**src/rtl/hex_pkg.sv**
```systemverilog
// Shared definitions for the hex display blocks: blank pattern, scroller
// state encoding and default buffer depth.
package hex_pkg;

    localparam logic [7:0] BLANK           = 8'hFF;
    localparam int         DEFAULT_MAX_LEN = 8;

    typedef enum logic {
        LOAD   = 1'b0,
        SCROLL = 1'b1
    } state_e;

endpackage

```
**src/rtl/hex_tick.sv**
```systemverilog
// Free-running prescaler: one-cycle tick every TICK_DIV enabled cycles.
// Clear wins over enable; the count holds while enable is low.
module hex_tick #(
    parameter int TICK_DIV = 12_500_000
) (
    input  logic clk_i,
    input  logic rst_i,
    input  logic clear_i,
    input  logic enable_i,
    output logic tick_o
);

    localparam int CW = (TICK_DIV > 1) ? $clog2(TICK_DIV) : 1;
    localparam logic [CW-1:0] LAST = CW'(TICK_DIV - 1);

    logic [CW-1:0] cnt_q, cnt_d;

    always_comb begin
        tick_o = enable_i && (cnt_q == LAST);
        cnt_d  = cnt_q;
        if (clear_i) begin
            cnt_d = '0;
        end else if (enable_i) begin
            cnt_d = tick_o ? '0 : cnt_q + CW'(1);
        end
    end

    always_ff @(posedge clk_i or posedge rst_i) begin
        if (rst_i) begin
            cnt_q <= '0;
        end else begin
            cnt_q <= cnt_d;
        end
    end

endmodule

```
**src/rtl/hex_marquee.sv**
```systemverilog
// Four-digit scrolling marquee: collects a message of 7-segment symbols,
// then scrolls it right-to-left across HEX3..HEX0 once and returns to LOAD.
module hex_marquee
    import hex_pkg::*;
#(
    parameter int TICK_DIV = 12_500_000,
    parameter int MAX_LEN  = DEFAULT_MAX_LEN
) (
    input  logic       CLOCK_50,
    input  logic [1:0] SW,
    input  logic       in_valid,
    input  logic [7:0] in_seg,
    input  logic       in_last,
    output logic       in_ready,
    output logic [7:0] HEX3,
    output logic [7:0] HEX2,
    output logic [7:0] HEX1,
    output logic [7:0] HEX0,
    output logic       busy
);

    localparam int AW = (MAX_LEN > 1) ? $clog2(MAX_LEN) : 1;
    localparam int LW = $clog2(MAX_LEN + 1);
    localparam int PW = $clog2(MAX_LEN + 5);

    logic rst, pause;
    assign rst   = SW[0];
    assign pause = SW[1];

    state_e         state_q, state_d;
    logic [LW-1:0]  len_q, len_d;
    logic [PW-1:0]  p_q, p_d;
    logic [3:0][7:0] hex_q, hex_d;
    logic [7:0]     seg_buf_q [MAX_LEN];

    logic xfer, tick, tick_clear, tick_en;

    assign in_ready   = !rst && (state_q == LOAD) && (len_q < LW'(MAX_LEN)) && !pause;
    assign xfer       = in_valid && in_ready;
    assign busy       = (state_q == SCROLL);
    assign tick_clear = (state_q == LOAD);
    assign tick_en    = (state_q == SCROLL) && !pause;

    hex_tick #(
        .TICK_DIV (TICK_DIV)
    ) u_tick (
        .clk_i    (CLOCK_50),
        .rst_i    (rst),
        .clear_i  (tick_clear),
        .enable_i (tick_en),
        .tick_o   (tick)
    );

    always_comb begin
        state_d = state_q;
        len_d   = len_q;
        p_d     = p_q;
        case (state_q)
            LOAD: begin
                p_d = '0;
                if (xfer) begin
                    len_d = len_q + LW'(1);
                    if (in_last || (len_q == LW'(MAX_LEN - 1))) begin
                        state_d = SCROLL;
                    end
                end
            end
            SCROLL: begin
                // Last step has every character off the left edge.
                if (tick) begin
                    if (p_q == PW'(len_q) + PW'(4)) begin
                        state_d = LOAD;
                        len_d   = '0;
                        p_d     = '0;
                    end else begin
                        p_d = p_q + PW'(1);
                    end
                end
            end
            default: state_d = LOAD;
        endcase
    end

    // Digit j shows virtual character p-1-j; outside the message is blank.
    always_comb begin
        int idx;
        idx   = 0;
        hex_d = '0;
        for (int j = 0; j < 4; j++) begin
            idx      = int'(p_q) - 1 - j;
            hex_d[j] = BLANK;
            if ((idx >= 0) && (idx < int'(len_q))) begin
                hex_d[j] = seg_buf_q[AW'(idx)];
            end
        end
    end

    always_ff @(posedge CLOCK_50 or posedge rst) begin
        if (rst) begin
            state_q <= LOAD;
            len_q   <= '0;
            p_q     <= '0;
            hex_q   <= {4{BLANK}};
        end else begin
            state_q <= state_d;
            len_q   <= len_d;
            p_q     <= p_d;
            if (state_q == SCROLL) begin
                if (!pause) begin
                    hex_q <= hex_d;
                end
            end else begin
                hex_q <= {4{BLANK}};
            end
        end
    end

    always_ff @(posedge CLOCK_50) begin
        if (xfer) begin
            seg_buf_q[AW'(len_q)] <= in_seg;
        end
    end

    assign HEX3 = hex_q[3];
    assign HEX2 = hex_q[2];
    assign HEX1 = hex_q[1];
    assign HEX0 = hex_q[0];

endmodule

```
**config.mk**
```make
export PLATFORM = sky130hd
export DESIGN_NAME = hex_marquee
export DESIGN_NICKNAME = d
export VERILOG_FILES = /design/src/rtl/hex_pkg.sv /design/src/rtl/hex_tick.sv /design/src/rtl/hex_marquee.sv
export SDC_FILE = /design/constraint.sdc
export NUM_CORES = 1
export LEC_CHECK = 0
export ABC_CLOCK_PERIOD_IN_PS = 5700
export CORE_MARGIN = 3
export CORE_UTILIZATION = 65
export CTS_CLUSTER_DIAMETER = 50
export DETAILED_ROUTE_END_ITERATION = 16
export GPL_ROUTABILITY_DRIVEN = 0
export GPL_TIMING_DRIVEN = 0
export PLACE_DENSITY = 0.86
export SLEW_MARGIN = 20
export SYNTH_ARGS = -nofsm -noshare
export SYNTH_HDL_FRONTEND = slang
export SYNTH_HIERARCHICAL = 1
export SYNTH_SLANG_ARGS = --single-unit
```
**constraint.sdc**
```tcl
create_clock -name CLOCK_50 -period 5.7 [get_ports CLOCK_50]
set_input_delay 1.71 -clock CLOCK_50 [delete_from_list [all_inputs] [get_ports CLOCK_50]]
set_output_delay 1.71 -clock CLOCK_50 [all_outputs]
set_load 0.01 [all_outputs]
```
==> flow_metrics.tcl, run 1 <==
set metrics [dict create \
    vias 5924 \
    drv_slew 0 \
    run_status "complete, no violations" \
    p_sw_uw 557 \
    ys_types 55 \
    cts_resized 0 \
    ys.flop_type "edfxtp_1" \
    final_cell_mix "nand2_1, nor2_1, edfxtp_1" \
    max-cap-violations 0 \
    coreArea_um2 11000 \
    seqPwrFrac_pct 44.4 \
    final_nets 773 \
    synth_fp_nets 706 \
    synth_edf_count 64 \
    syn_inst 665 \
    p_comb_share_pct 8.5 \
    grt_usage_pct 31.3 \
    wl_per_cell_um 21.3 \
    critPathSlowestCell "clkdlybuf4s50_1" \
    rows 38 \
    cts_tree "built" \
    htree_levels 4 \
    cp.arrival_ns 3.15 \
    antenna_found_initial 0 \
    syn_to_final_growth_pct 17.3 \
    grt.overflow.total 0 \
    cts_inserted_buffers 17 \
    hold_buffers 0 \
    worst-path-buf-inv 2 \
    numPortBuffers 46 \
    power_density_nw_per_um2 266 \
    dp_hpwl_um 13600 \
    first_pass_iters 7 \
    drt-vias-per-instance 6.69 \
    die_w_um 113 \
    switching_share_pct 24.1 \
    period_minus_slack_ns 4.86 \
    setup_ws_ns 0.836 \
    critPathKind "in -> out" \
    cts_buffer_depth 2 \
    clock_latency_ns 0.42 \
    finClkSkew_ns 0.00683 \
    grt_pass1_vias 6143 \
    synth_largest_area_cell "edfxtp_1" \
    cp.required_ns 3.99 \
    avgSynthCellArea_um2 11.1 \
    relSlewSlack_pct 35.5 \
    start_util_pct 67.5 \
    power_mw 2.32 \
    root_buffer "clkbuf_16" \
    grt_pass1_wl_um 30800 \
    hold_viol 0 \
    intPower_mw 1.76 \
    rrSetupSlack_ns 1.16 \
    hold_class "reg -> reg" \
    wl_um 18900 \
    seq_area_frac_synth_pct 48.4 \
    synth.top_cell.area_share_pct 25.9 \
    crit_path_cell_trace "clkdlybuf4s50_1 > nor4_2 > clkdlybuf4s50_1" \
    cts_setup_buffers 0 \
    die-height_um 113 \
    netlist_area_um2 7410 \
    clock_sinks 129 \
    first_iter_violations 793 \
    num_io_pins 47 \
    drive_gt1_share_pct 20.5 \
    ant_nets 0 \
    ir_worst_vdd_mv 0.308 \
    fin_hold_ws_ns 0.503 \
    rsz0062_at_grt "no" \
    crit_top_cell "clkdlybuf4s50_1" \
    ys_ff_latch 129 \
    tightest_slew_ns 0.958 \
    critPathTopFamily "buffers and inverters" \
    fin_crit_sh_pct 85.3 \
    drc_errors 0 \
    preCtsSetupSlack_ns 0.803 \
    ys_warn_count 6 \
    antenna_cells 0 \
    final_common_cell "nand2_1" \
    pwr-share-clk_pct 47.1 \
    synth.area.top_cells "edfxtp_1, mux4_2, dfstp_2, dfrtp_1, nand2_1" \
    async_flop_share_pct 50.4 \
    power_leakage_nw 3.16 \
    end_kind "primary output" \
    max_freq_ghz 0.206 \
    worstPathMaxFanout 3 \
    crit_path_start_kind "input pin" \
    fp.dieArea_um2 12700 \
    tns_ns 0 \
    finalSetupViolCount 0 \
    grt_start_max_net_pins 38 \
    slowest_delay_ns 0.62 \
    path_clk_slew_ns 0.05 \
]
[metrics by stage]
stage / util, % / cells / cell area, µm²
floorplan: - / 665 / 7410
global placement: 73.3 / 851 / 8050
detailed placement: 73.6 / 853 / 8090
CTS: 79.0 / 885 / 8680
global route: 79.2 / 885 / 8700
finish: 79.2 / 885 / 8700
[synthesized netlist by cell type, types with 2 or more instances]
cell       instances
a2111oi_4          2
a21oi_1           21
a22o_1             2
a31oi_1           24
and2_1             2
and3_1             4
buf_1              3
buf_2              6
buf_4             11
clkbuf_1          12
clkinv_1           2
dfrtp_1           33
dfstp_2           32
edfxtp_1          64
ha_1              28
inv_1             20
inv_2              2
mux4_2            48
nand2_1          135
nand2_2            2
nand2b_1           4
nand3_1           49
nand3b_1           2
nand4_1           16
nor2_1            68
nor2b_1            2
nor3_1             6
nor4_1             5
o21ai_0            6
o21ai_1            2
o32ai_1            2
or2_2              2
xnor2_1            8
xor2_1            19
[path summary, 6_finish.rpt]
| kind | from | to | cells past startpoint |
|---|---|---|---|
| setup reg to reg | p_q[0] | HEX2[2] | 15 |
| min in group asynchronous | SW[0] | len_q[3] | 2 |
| hold / removal | HEX0[5] | HEX0[5] | 2 |
| hold reg to reg | HEX0[5] | HEX0[5] | 2 |
| setup / recovery | SW[0] | in_ready | 3 |
| max in group asynchronous | SW[0] | u_tick/cnt_q[21] | 2 |
[worst register-to-register path, cell delays in order (launching register included)]
cell and delay (ns):
dfrtp_1 0.48, buf_4 0.28, buf_6 0.20, inv_1 0.13
ha_1 0.28, xnor2_1 0.24, buf_2 0.29, ha_1 0.16
clkbuf_1 0.44, buf_2 0.38, inv_1 0.08, ha_1 0.29
a21oi_1 0.15, nand2_1 0.12, a2111oi_4 0.73, a31oi_1 0.18
[kinds of logic after synthesis]
family	Yosys count	share of synthesized area (%)
and+or+nand+nor	306	18.6
DFF	129	48.4
AOI/OAI and AO/OA	68	6.38
buffers and inverters	57	3.64
muxes	49	14.7
xor gates and xnor gates	28	3.56
adders and majority gates	28	4.72
[power by group through the flow]
stage | clock [mW] | combinational (mW) | sequential, mW
final | 1.09 | 0.196 | 1.03
after global routing | 1.14 | 0.217 | 1.03
after CTS | 1.10 | 0.195 | 1.03
after detailed placement | 0 | 0.192 | 1.04
after global placement | 0 | 0.177 | 1.04
after floorplan | 0 | 0.128 | 1.04
[metal layers]
layer  wire length, µm  up-vias  share of wire (%)  track usage [%]
met1              6570     2734                 35             38.0
li1                  -     2575                  -                -
met5                 0        -                  0                0
met3              2250      147                 12             8.82
met4              1020        0                5.4             19.2
met2              9020      468                 48             49.8
[flip-flops by register name, summed over array words and instances, names as in the netlist]
register,count
seg_buf_q,64
HEX3,8
HEX2,8
HEX0,8
u_tick/cnt_q,24
busy,1
HEX1,8
p_q,4
len_q,4
[area by class of cell]
class	count	area [µm²]
plain buffers	33	180
repair buffers	48	485
multi-input cells	479	3580
fillers	605	2290
clock buffers	19	433
inverters	24	90.1
flip-flops and latches	129	3590
clock inverters	13	161
well taps	140	175
No activity file was read; power rests on OpenSTA's default activity.
==> run 2, diff against run 1 <==
--- a/config.mk
+++ b/config.mk
@@ -5,14 +5,14 @@
 export SDC_FILE = /design/constraint.sdc
 export NUM_CORES = 1
 export LEC_CHECK = 0
-export ABC_CLOCK_PERIOD_IN_PS = 5700
+export ABC_CLOCK_PERIOD_IN_PS = 4200
 export CORE_MARGIN = 3
-export CORE_UTILIZATION = 65
+export CORE_UTILIZATION = 54
 export CTS_CLUSTER_DIAMETER = 50
 export DETAILED_ROUTE_END_ITERATION = 16
 export GPL_ROUTABILITY_DRIVEN = 0
 export GPL_TIMING_DRIVEN = 0
-export PLACE_DENSITY = 0.86
+export PLACE_DENSITY = 0.77
 export SLEW_MARGIN = 20
 export SYNTH_ARGS = -nofsm -noshare
 export SYNTH_HDL_FRONTEND = slang
==> constraint.sdc (replaced) <==
create_clock -name CLOCK_50 -period 4.2 [get_ports CLOCK_50]
set_input_delay 1.26 -clock CLOCK_50 [delete_from_list [all_inputs] [get_ports CLOCK_50]]
set_output_delay 1.26 -clock CLOCK_50 [all_outputs]
set_load 0.01 [all_outputs]
==> run 2 against run 1 <==
Net effect: first-iteration DRC count down 30%; sequential share of layout area fell by 0.38 points; setup slack got worse by 0.66 ns; count of clock-buffer cells in the layout did not move; non-clock buffer count down 1; register-to-register slack lost 0.80 ns; flip-flop and latch count unchanged; design area grew 0.94%; sequential power rose by 36%; die area increased by 19%; critical path depth up 6; global-route usage fell by 5.4 points.
==> flow_metrics.tcl, run 2 (same netlist as run 1, synthesis figures left out) <==
set metrics [dict create \
    run_status "complete, no violations" \
    drc_errors 0 \
    cp.arrival_ns 4.33 \
    root_buffer "clkbuf_16" \
    cts_inserted_buffers 17 \
    grt_pass1_vias 5738 \
    cp.required_ns 4.51 \
    pwr-share-clk_pct 47.3 \
    end_kind "register" \
    fp.dieArea_um2 15200 \
    seqPwrFrac_pct 44.4 \
    clock_sinks 129 \
    p_sw_uw 743 \
    relSlewSlack_pct 41.7 \
    worstPathMaxFanout 7 \
    rows 42 \
    antenna_found_initial 0 \
    drive_gt1_share_pct 21.2 \
    power_mw 3.14 \
    drt-vias-per-instance 6.23 \
    tightest_slew_ns 0.874 \
    first_iter_violations 552 \
    wl_um 18300 \
    cts_tree "built" \
    die-height_um 123 \
    reg2reg_to "HEX1[7]" \
    numPortBuffers 46 \
    min_from "HEX0[1]" \
    regMostFlops "seg_buf_q" \
    worstReg2RegStart "p_q[0]" \
    reg_top3 "seg_buf_q (64), u_tick/cnt_q (24)" \
    clock_latency_ns 0.43 \
    grt_start_max_net_pins 37 \
    grt_pass1_wl_um 29800 \
    hold_class "reg -> reg" \
    max-cap-violations 0 \
    vias 5731 \
    power_density_nw_per_um2 358 \
    syn_to_final_growth_pct 18.4 \
    r2r.worst_path.cells 12 \
    die_w_um 123 \
    final_cell_mix "nand2_1, nor2_1, edfxtp_1" \
    path_clk_slew_ns 0.05 \
    final_common_cell "nand2_1" \
    grt_usage_pct 25.8 \
    power_leakage_nw 3.17 \
    finClkSkew_ns 0.00730 \
    intPower_mw 2.40 \
    grt_use_met3_pct 7.14 \
    p_comb_share_pct 8.3 \
    crit_path_start_kind "input pin" \
    antenna_cells 0 \
    switching_share_pct 23.7 \
    rsz0062_at_grt "no" \
    final_nets 772 \
    gr-usage-met2_pct 40.5 \
    dp_hpwl_um 13900 \
    grt.overflow.total 0 \
    rrSetupSlack_ns 0.36 \
    finalSetupViolCount 0 \
    num_io_pins 47 \
    cts_buffer_depth 2 \
    ant_nets 0 \
    busiest_layer "met2" \
    start_util_pct 55.5 \
    first_pass_iters 5 \
    hold_viol 0 \
    max_freq_ghz 0.249 \
    period_minus_slack_ns 4.02 \
    drv_slew 0 \
    fin_crit_sh_pct 95.7 \
    largest_register_ffs 64 \
    critPathKind "in -> reg" \
    postLayoutCoreUtil_pct 65.8 \
    wl_per_cell_um 19.9 \
    min_to "HEX0[1]" \
    coreArea_um2 13300 \
    htree_levels 4 \
    hold_buffers 0 \
    grt.met1_usage_pct 34.2 \
    ir_worst_vdd_mv 0.274 \
    min_delay_path_depth 2 \
]
[run 2: cell count changes in the layout (fill, tap and decap cells not counted), sizes merged]
| cell | change |
|---|---|
| buf | -1 |
| clkinvlp | +1 |
| clkinv | -1 |
[run 2: metrics by stage]
step / cells / setup TNS (ns) / area (µm²) / hold slack [ns] / setup WS [ns]
final: 920 / 0 / 8780 / 0.501 / 0.179
after global routing: 920 / 0 / 8780 / 0.528 / 0.0660
after CTS: 922 / 0 / 8770 / 0.502 / 0.0217
after detailed placement: 889 / -2.38 / 8150 / 0.494 / -0.274
after global placement: 887 / -1.08 / 8100 / 0.490 / -0.242
after floorplan: 665 / 0 / 7410 / 0.479 / 0.702
[run 2: area by class of cell]
cell class | instances | area, µm²
Sequential cell | 129 | 3590
Timing Repair Buffer | 50 | 500
Fill cell | 987 | 4570
Clock inverter | 13 | 160
Tap cell | 176 | 220
Buffer | 30 | 170
Inverter | 24 | 93.8
Clock buffer | 19 | 443
Multi-Input combinational cell | 479 | 3600
[run 2: power by group through the flow]
stage,sequential (mW),combinational (mW),clock [mW]
floorplan,1.41,0.173,0
global placement,1.41,0.242,0
detailed placement,1.42,0.256,0
CTS,1.39,0.259,1.50
global route,1.40,0.291,1.57
finish,1.40,0.260,1.49
[run 2: layer usage]
layer	wire length (µm)	share of wire, %	vias up
met5	0	0	-
met4	510	2.8	0
met3	1930	11	58
met2	8850	48	388
met1	6970	38	2727
li1	-	-	2558
[run 2: worst max-delay path: stages]
cell and delay, ns:
clkdlybuf4s50_1 0.45, nor2_1 0.51, and3_1 0.36, nand3_1 0.19, nor4_2 0.59, inv_1 0.23
o21ai_0 0.32, o21ai_1 0.15, mux2_2 0.28
[run 2: worst max-delay path by stage]
| stage | slack, ns | to | from |
|---|---|---|---|
| CTS | 0.02 | HEX3[4] | p_q[0] |
| finish | 0.18 | len_q[0] | SW[1] |
| global placement | -0.24 | len_q[0] | SW[1] |
| detailed placement | -0.27 | len_q[0] | SW[1] |
| floorplan | 0.70 | HEX2[0] | p_q[0] |
| global route | 0.07 | HEX1[1] | p_q[0] |
[run 2: repair_timing]
action / in CTS / in global routing
buffers inserted: 1 / 1
pin swaps: 1 / 1
hold endpoints to repair: 0 / 0
setup endpoints to repair: 16 / 26
resized for setup: 1 / 5
